==> src/rtl/nn_pkg.sv <==
// -----------------------------------------------------------------------------
// nn_pkg
// Types and constants shared by the layer training blocks and the network
// controller.
//   NN_DATA_W      : width of data_type (signed Q8.8)
//   data_type      : signed fixed-point data word
//   DATA_MAX       : most positive data_type value
//   DATA_MIN       : most negative data_type value
//   train_state_t  : training-step sequencer states. The encoding is visible
//                    on the debug port and is decoded by the controller.
// -----------------------------------------------------------------------------
package nn_pkg;

  localparam int NN_DATA_W = 16;

  typedef logic signed [NN_DATA_W-1:0] data_type;

  localparam data_type DATA_MAX = {1'b0, {(NN_DATA_W-1){1'b1}}};
  localparam data_type DATA_MIN = {1'b1, {(NN_DATA_W-1){1'b0}}};

  typedef enum logic [2:0] {
    ST_IDLE      = 3'd0,
    ST_FWD       = 3'd1,
    ST_WAIT_GRAD = 3'd2,
    ST_BWD       = 3'd3,
    ST_UPD       = 3'd4,
    ST_DONE      = 3'd5
  } train_state_t;

endpackage

==> src/rtl/sat_sub_shift.sv <==
// -----------------------------------------------------------------------------
// sat_sub_shift
// Purely combinational parameter-update element:
//   result = sat(w - (grad >>> shift))
// The shift is arithmetic, so a negative gradient stays negative. The
// subtraction is done one bit wider than the data, so any overflow shows up as
// a disagreement between the top two bits. The result is then clamped to
// [DATA_MIN, DATA_MAX]. The bias-update path uses the same element.
// Ports:
//   w      in  NN_DATA_W  current parameter value
//   grad   in  NN_DATA_W  gradient for that parameter
//   shift  in  LR_W       learning rate as a right-shift amount
//   result out NN_DATA_W  saturated updated value
// -----------------------------------------------------------------------------
module sat_sub_shift
  import nn_pkg::*;
#(
  parameter int LR_W = 4
) (
  input  logic [NN_DATA_W-1:0] w,
  input  logic [NN_DATA_W-1:0] grad,
  input  logic [LR_W-1:0]      shift,
  output logic [NN_DATA_W-1:0] result
);

  logic signed [NN_DATA_W-1:0] step;
  logic signed [NN_DATA_W:0]   diff;

  assign step = $signed(grad) >>> shift;
  assign diff = $signed({w[NN_DATA_W-1], w}) - $signed({step[NN_DATA_W-1], step});

  always_comb begin
    result = diff[NN_DATA_W-1:0];
    // If the top two bits differ, the true result does not fit in NN_DATA_W.
    // The extra top bit then gives the true sign, which picks the rail.
    if (diff[NN_DATA_W] != diff[NN_DATA_W-1]) begin
      result = diff[NN_DATA_W] ? DATA_MIN : DATA_MAX;
    end
  end

endmodule

==> src/rtl/neuron_train_sequencer.sv <==
// -----------------------------------------------------------------------------
// neuron_train_sequencer
// Runs one training step of an M x N neuron layer:
//   forward pass -> wait for gradient -> backward pass -> weight update.
// The layer pipelines have fixed latency and no valid signals. Capture strobes
// are therefore placed by counting cycles from the start of each pass. The
// update walks W in row-major order, one element per cycle, and writes
//   W <= sat(W - (dw >>> lr_q)).
// The weight file provides w_rd/dw_rd combinationally at the current address.
// Ports:
//   clk, reset   clock; synchronous active-high reset
//   start        one-cycle step request, accepted only in IDLE
//   lr_shift     learning-rate shift, captured when start is accepted
//   grad_valid   upstream gradient is stable (sampled in WAIT_GRAD)
//   w_rd, dw_rd  W and dw at (upd_row, upd_col)
//   busy         high in any state other than IDLE
//   done         one-cycle pulse at the end of the step
//   fwd_capture  strobe: latch a and z
//   bwd_capture  strobe: latch da, db and dw
//   upd_we       weight write enable (high for the whole UPD state)
//   upd_row/col  update address; zero outside UPD
//   w_wr         updated weight; zero outside UPD
//   state_o      current state encoding, for debug
// -----------------------------------------------------------------------------
module neuron_train_sequencer
  import nn_pkg::*;
#(
  parameter int M       = 5,
  parameter int N       = 3,
  parameter int FWD_LAT = 3,
  parameter int BWD_LAT = 2,
  parameter int DATA_W  = NN_DATA_W,
  parameter int LR_W    = 4
) (
  input  logic                 clk,
  input  logic                 reset,
  input  logic                 start,
  input  logic [LR_W-1:0]      lr_shift,
  input  logic                 grad_valid,
  input  logic [DATA_W-1:0]    w_rd,
  input  logic [DATA_W-1:0]    dw_rd,
  output logic                 busy,
  output logic                 done,
  output logic                 fwd_capture,
  output logic                 bwd_capture,
  output logic                 upd_we,
  output logic [$clog2(M)-1:0] upd_row,
  output logic [$clog2(N)-1:0] upd_col,
  output logic [DATA_W-1:0]    w_wr,
  output logic [2:0]           state_o
);

  localparam int ROW_W   = $clog2(M);
  localparam int COL_W   = $clog2(N);
  localparam int CNT_MAX = (FWD_LAT > BWD_LAT) ? FWD_LAT : BWD_LAT;
  localparam int CNT_W   = (CNT_MAX > 1) ? $clog2(CNT_MAX) : 1;

  localparam logic [CNT_W-1:0] FWD_LAST = CNT_W'(FWD_LAT - 1);
  localparam logic [CNT_W-1:0] BWD_LAST = CNT_W'(BWD_LAT - 1);
  localparam logic [ROW_W-1:0] ROW_LAST = ROW_W'(M - 1);
  localparam logic [COL_W-1:0] COL_LAST = COL_W'(N - 1);

  train_state_t     state_reg, state_next;
  logic [CNT_W-1:0] cnt_reg,   cnt_next;
  logic [ROW_W-1:0] row_reg,   row_next;
  logic [COL_W-1:0] col_reg,   col_next;
  logic [LR_W-1:0]  lr_reg,    lr_next;

  logic [DATA_W-1:0] upd_value;

  // ---------------------------------------------------------------------------
  // State register
  // ---------------------------------------------------------------------------
  always_ff @(posedge clk) begin
    if (reset) begin
      state_reg <= ST_IDLE;
      cnt_reg   <= '0;
      row_reg   <= '0;
      col_reg   <= '0;
      lr_reg    <= '0;
    end else begin
      state_reg <= state_next;
      cnt_reg   <= cnt_next;
      row_reg   <= row_next;
      col_reg   <= col_next;
      lr_reg    <= lr_next;
    end
  end

  // ---------------------------------------------------------------------------
  // Next-state and strobe logic
  // ---------------------------------------------------------------------------
  always_comb begin
    state_next  = state_reg;
    cnt_next    = cnt_reg;
    row_next    = row_reg;
    col_next    = col_reg;
    lr_next     = lr_reg;
    fwd_capture = 1'b0;
    bwd_capture = 1'b0;

    unique case (state_reg)
      ST_IDLE: begin
        if (start) begin
          state_next = ST_FWD;
          lr_next    = lr_shift;
          cnt_next   = '0;
        end
      end

      // cnt counts cycles spent in FWD. The forward result is valid in the
      // FWD_LAT-th cycle, which is the last cycle in this state.
      ST_FWD: begin
        if (cnt_reg == FWD_LAST) begin
          fwd_capture = 1'b1;
          state_next  = ST_WAIT_GRAD;
          cnt_next    = '0;
        end else begin
          cnt_next = cnt_reg + CNT_W'(1);
        end
      end

      ST_WAIT_GRAD: begin
        if (grad_valid) begin
          state_next = ST_BWD;
          cnt_next   = '0;
        end
      end

      ST_BWD: begin
        if (cnt_reg == BWD_LAST) begin
          bwd_capture = 1'b1;
          state_next  = ST_UPD;
          cnt_next    = '0;
          row_next    = '0;
          col_next    = '0;
        end else begin
          cnt_next = cnt_reg + CNT_W'(1);
        end
      end

      // One write per cycle, in row-major order. The column advances first and
      // the row advances when the column wraps.
      ST_UPD: begin
        if (col_reg == COL_LAST) begin
          col_next = '0;
          if (row_reg == ROW_LAST) begin
            row_next   = '0;
            state_next = ST_DONE;
          end else begin
            row_next = row_reg + ROW_W'(1);
          end
        end else begin
          col_next = col_reg + COL_W'(1);
        end
      end

      ST_DONE: begin
        state_next = ST_IDLE;
      end

      default: begin
        state_next = ST_IDLE;
        cnt_next   = '0;
        row_next   = '0;
        col_next   = '0;
      end
    endcase
  end

  // ---------------------------------------------------------------------------
  // Update datapath: combinational from the current address
  // ---------------------------------------------------------------------------
  sat_sub_shift #(
    .LR_W (LR_W)
  ) u_sat_sub_shift (
    .w      (w_rd),
    .grad   (dw_rd),
    .shift  (lr_reg),
    .result (upd_value)
  );

  // ---------------------------------------------------------------------------
  // Outputs. Address and data are forced to zero outside UPD, so the weight
  // file never sees stale values.
  // ---------------------------------------------------------------------------
  assign busy    = (state_reg != ST_IDLE);
  assign done    = (state_reg == ST_DONE);
  assign upd_we  = (state_reg == ST_UPD);
  assign upd_row = upd_we ? row_reg : '0;
  assign upd_col = upd_we ? col_reg : '0;
  assign w_wr    = upd_we ? upd_value : '0;
  assign state_o = state_reg;

endmodule

==> config.mk <==
export PLATFORM = sky130hd
export DESIGN_NAME = neuron_train_sequencer
export DESIGN_NICKNAME = d
export VERILOG_FILES = /design/src/rtl/nn_pkg.sv /design/src/rtl/sat_sub_shift.sv /design/src/rtl/neuron_train_sequencer.sv
export SDC_FILE = /design/constraint.sdc
export NUM_CORES = 1
export LEC_CHECK = 0
export BUFFER_PORTS_ARGS = -buffer_cell sky130_fd_sc_hd__buf_2
export CORE_ASPECT_RATIO = 0.5
export CORE_MARGIN = 2
export CORE_UTILIZATION = 25
export CTS_CLUSTER_SIZE = 14
export DETAILED_ROUTE_END_ITERATION = 8
export GPL_ROUTABILITY_DRIVEN = 0
export MAX_ROUTING_LAYER = met4
export PLACE_DENSITY = 0.44
export SKIP_LAST_GASP = 1
export SLEW_MARGIN = 10
export SYNTH_ARGS = -nofsm -noshare
export SYNTH_HDL_FRONTEND = slang
export SYNTH_HIERARCHICAL = 1
export SYNTH_SLANG_ARGS = --single-unit
==> constraint.sdc <==
create_clock -name clk -period 4.3 [get_ports clk]
set_clock_uncertainty 0.1 [all_clocks]
set_input_delay 0.645 -clock clk [delete_from_list [all_inputs] [get_ports clk]]
set_output_delay 0.645 -clock clk [all_outputs]
set_load 0.02 [all_outputs]
==> flow_summary_export.csv <==
group,metric,value,unit
cells_and_area,layout-area-overhead-vs-synth,50.55,%
power_and_ir_drop,ir_drop,0.1059,mV
routing,wl_met3,172,microns
synthesis,post-synth-top-area-cell,"sky130_fd_sc_hd__dfxtp_1",
synthesis,synthesis.yosys.warnings,6,
floorplanning,fp.dieArea,0.01089,sq mm
floorplanning,rows,25,
synthesis,syn-mean-instance-area,7.614,sq um
status,failed_checks,"setup timing",
cells_and_area,final_layout_size_suffix_gt1_frac,0.4570,
routing,wl_per_cell,12.80,microns
clock_network,cts-root-buf,"sky130_fd_sc_hd__clkbuf_16",
run,max_cap_viol_count,0,
synthesis,synthFlopType,"sky130_fd_sc_hd__dfxtp_1",
setup_path,critical_path_required,3.56,ns
clock_network,tritoncts.num_buffers,3,
clock_network,h-tree-depth,1,
routing,vias,2692,
setup_path,timing.reg2reg.worst_path_depth,4,
sta,fmax,219.7,MHz
setup_path,critical_path.reg2reg.startpoint,"state_o[2]",
cells_and_area,instances_no_fill,577,
synthesis,synth_sequential_area_ratio,0.1119,
sta,worst_slew_pin_slew,0.4443,ns
sta,report.final.setup_viol,15,
floorplanning,initial_core_util,0.2608,
power_and_ir_drop,static-leakage-power,1.695,nW
sta,hold-worst-slack,0.4259,ns
routing,first_pass_iters,4,
floorplanning,die_height,74.78,microns
sta,slew_violations,0,
floorplanning,die-width,145.6,microns
grt,grt_pass1_wl,12010,microns
clock_network,clk_path_buf_depth,2,
synthesis,post-synth-top-count-cell,"sky130_fd_sc_hd__nor2_1",
synthesis,synth_nets,388,
setup_path,worst_setup_path_start_kind,"input port",
synthesis,ys_async_sr_fraction,0,
sta,layout_min_cycle_time,4.551,ns
synthesis,ys_ff_latch,14,
clock_network,clock_transition_at_path_regs,0.05,ns
grt,overflow,0,
grt,antenna_violations_before_repair,0,
routing,viasPerCell,4.666,
routing,drc,0,
grt,grt_start_max_net_pins,27,
routing,drtIter0Drc,92,
synthesis,netlist_instances,329,
place,minimum_setup_slack_after_placement,-0.3657,ns
min_path,holdCritStartpoint,"row_reg[1]",
routing,route.antenna.remaining_nets,0,
floorplanning,design.portCount,69,
grt,groute.usage.overall,0.1391,
place,io_buffers,68,
synthesis,synth_cell_types,66,
synthesis,synth_edf_count,0,
sta,timing.final.ws_setup,-0.2513,ns
routing,detail_route.wirelength,7387,microns
routing,detailroute.wirelength.met2,3258,microns
clock_network,worst_skew_pair.late_latency,0.25,ns
place,place.detailed.hpwl,5860,microns
clock_network,cts.sink_count,14,
sta,slew_headroom,0.7034,
setup_path,worstPathArrival,3.81,ns
grt,first_global_vias,2505,
routing,maxUsedRoutingLayer,"met4",
cells_and_area,inserted_diodes,0,
min_path,worstHoldPathCells,2,
clock_network,cts-hold-fix-buffers,0,
sta,final.period_utilization,1.058,
status,status,"finished with violations",
synthesis,yosys.area.top_type_share,0.1119,
sta,timing_hold_violations_final,0,
min_path,destination_of_the_worst_hold_path,"row_reg[1]",
power_and_ir_drop,power_density,340.0,mW/mm^2
synthesis,synth_commonest_cells,"29 x sky130_fd_sc_hd__nor2_1, 25 x sky130_fd_sc_hd__nand2_1, 25 x sky130_fd_sc_hd__o21ai_0, 22 x sky130_fd_sc_hd__a21oi_1, 22 x sky130_fd_sc_hd__mux2i_1",
sta,timing.setup.tns,-3.501,ns
setup_path,regToRegSetupSlack,2.43,ns
cells_and_area,fin_nets,502,
setup_path,criticalPathCategory,"input port to primary output",
routing,route.layer.met1.wl,3910,microns
cells_and_area,largest_reg_flops,4,
synthesis,synth.top_cells.by_area,"sky130_fd_sc_hd__dfxtp_1 11%, sky130_fd_sc_hd__ha_1 9.0%, sky130_fd_sc_hd__mux2i_1 8.8%",
setup_path,regToRegEndpoint,"row_reg[2]",
clock_network,tritoncts,"built",
setup_path,timing.critical_path.fanout_max,8,
synthesis,synth.cell_area,0.002505,sq mm
place,dp_cells,568,
sta,grt_setup_unrepaired,"yes",
floorplanning,coreArea,0.009603,sq mm
setup_path,timing.critical_path.to_type,"primary output",
min_path,worst_hold_check_path_type,"register to register",
-- worst max path at each step --
stage | endpoint | slack [ns] | start | depth (start not counted)
floorplan | w_wr[5] | 0.009 | dw_rd[7] | 14
global placement | w_wr[0] | -0.31 | dw_rd[8] | 15
detailed placement | w_wr[6] | -0.37 | dw_rd[8] | 15
CTS | w_wr[6] | -0.22 | dw_rd[6] | 15
global route | w_wr[10] | -0.31 | dw_rd[6] | 15
finish | w_wr[6] | -0.25 | dw_rd[6] | 15
-- metrics by stage --
step | cell area, sq um | power [W] | utilization
final | 3771 | 0.001282 | 0.3927
after global routing | 3771 | 0.001387 | 0.3927
after CTS | 3666 | 0.001256 | 0.3818
after detailed placement | 3347 | 0.0009898 | 0.3485
after global placement | 3347 | 0.0009904 | 0.3485
after floorplan | 2522 | 0.0007249 | -
-- kinds of logic (layout without fill, tap and decap cells) --
| family | after synthesis | after routing | synth area share |
|---|---|---|---|
| fa+ha+maj | 34 | 34 | 0.1638 |
| compound gates | 89 | 89 | 0.2273 |
| mux | 31 | 31 | 0.1374 |
| xor+xnor | 12 | 12 | 0.04196 |
| flops | 14 | 14 | 0.1119 |
| simple gates | 115 | 116 | 0.2483 |
| buf+inv | 34 | 146 | 0.06943 |
-- metal layers --
metal  track usage  vias to the layer above
met3       0.01030                        5
li1              -                     1416
met1        0.1972                     1238
met2        0.2227                       33
met4       0.02288                        0
met5             -                        -
-- layout make-up --
class | count | area, sq um
inverters | 16 | 60.06
well taps | 135 | 168.9
fillers | 1039 | 5832
flip-flops and latches | 14 | 284.0
repair buffers | 126 | 904.6
clock buffers | 4 | 88.84
multi-input cells | 282 | 2265
-- report_power, final --
part | internal [W] | total [W] | switching, W
combinational | 0.000493 | 0.000929 | 0.000436
sequential | 0.000138 | 0.000155 | 0.0000169
clock | 0.000141 | 0.000198 | 0.0000569
-- timing repair --
item / CTS / global route
cloned: 1 / 0
resized for setup: 58 / 26
setup buffers: 3 / 2
pin swaps: 22 / 19
setup endpoints to repair: 16 / 16
-- placed cells by master (no fill, tap or decap), types with 12 or more instances in the layout --
cell                      Yosys  routed
sky130_fd_sc_hd__dfxtp_1     14      13
sky130_fd_sc_hd__buf_2        6      49
sky130_fd_sc_hd__nor2_1      29      29
sky130_fd_sc_hd__mux2i_1     22      15
sky130_fd_sc_hd__a21oi_1     22      19
sky130_fd_sc_hd__inv_1       14      14
sky130_fd_sc_hd__buf_6        3      15
sky130_fd_sc_hd__ha_1        18      14
sky130_fd_sc_hd__buf_4        0      60
sky130_fd_sc_hd__maj3_2      12      12
sky130_fd_sc_hd__o21ai_0     25      15
sky130_fd_sc_hd__nand2_1     25      25
-- critical path, stage by stage --
cell	delay, ns
sky130_fd_sc_hd__buf_6	0.09
sky130_fd_sc_hd__mux2_4	0.26
sky130_fd_sc_hd__mux2_4	0.28
sky130_fd_sc_hd__and2_4	0.14
sky130_fd_sc_hd__a31o_4	0.20
sky130_fd_sc_hd__mux2i_2	0.17
sky130_fd_sc_hd__ha_1	0.26
sky130_fd_sc_hd__nor2b_4	0.13
sky130_fd_sc_hd__o211ai_1	0.27
sky130_fd_sc_hd__a21oi_2	0.17
sky130_fd_sc_hd__or4_4	0.56
sky130_fd_sc_hd__nand3_4	0.17
sky130_fd_sc_hd__maj3_2	0.21
sky130_fd_sc_hd__and2_4	0.13
sky130_fd_sc_hd__buf_6	0.11
No activity file was read; power rests on OpenSTA's default activity.
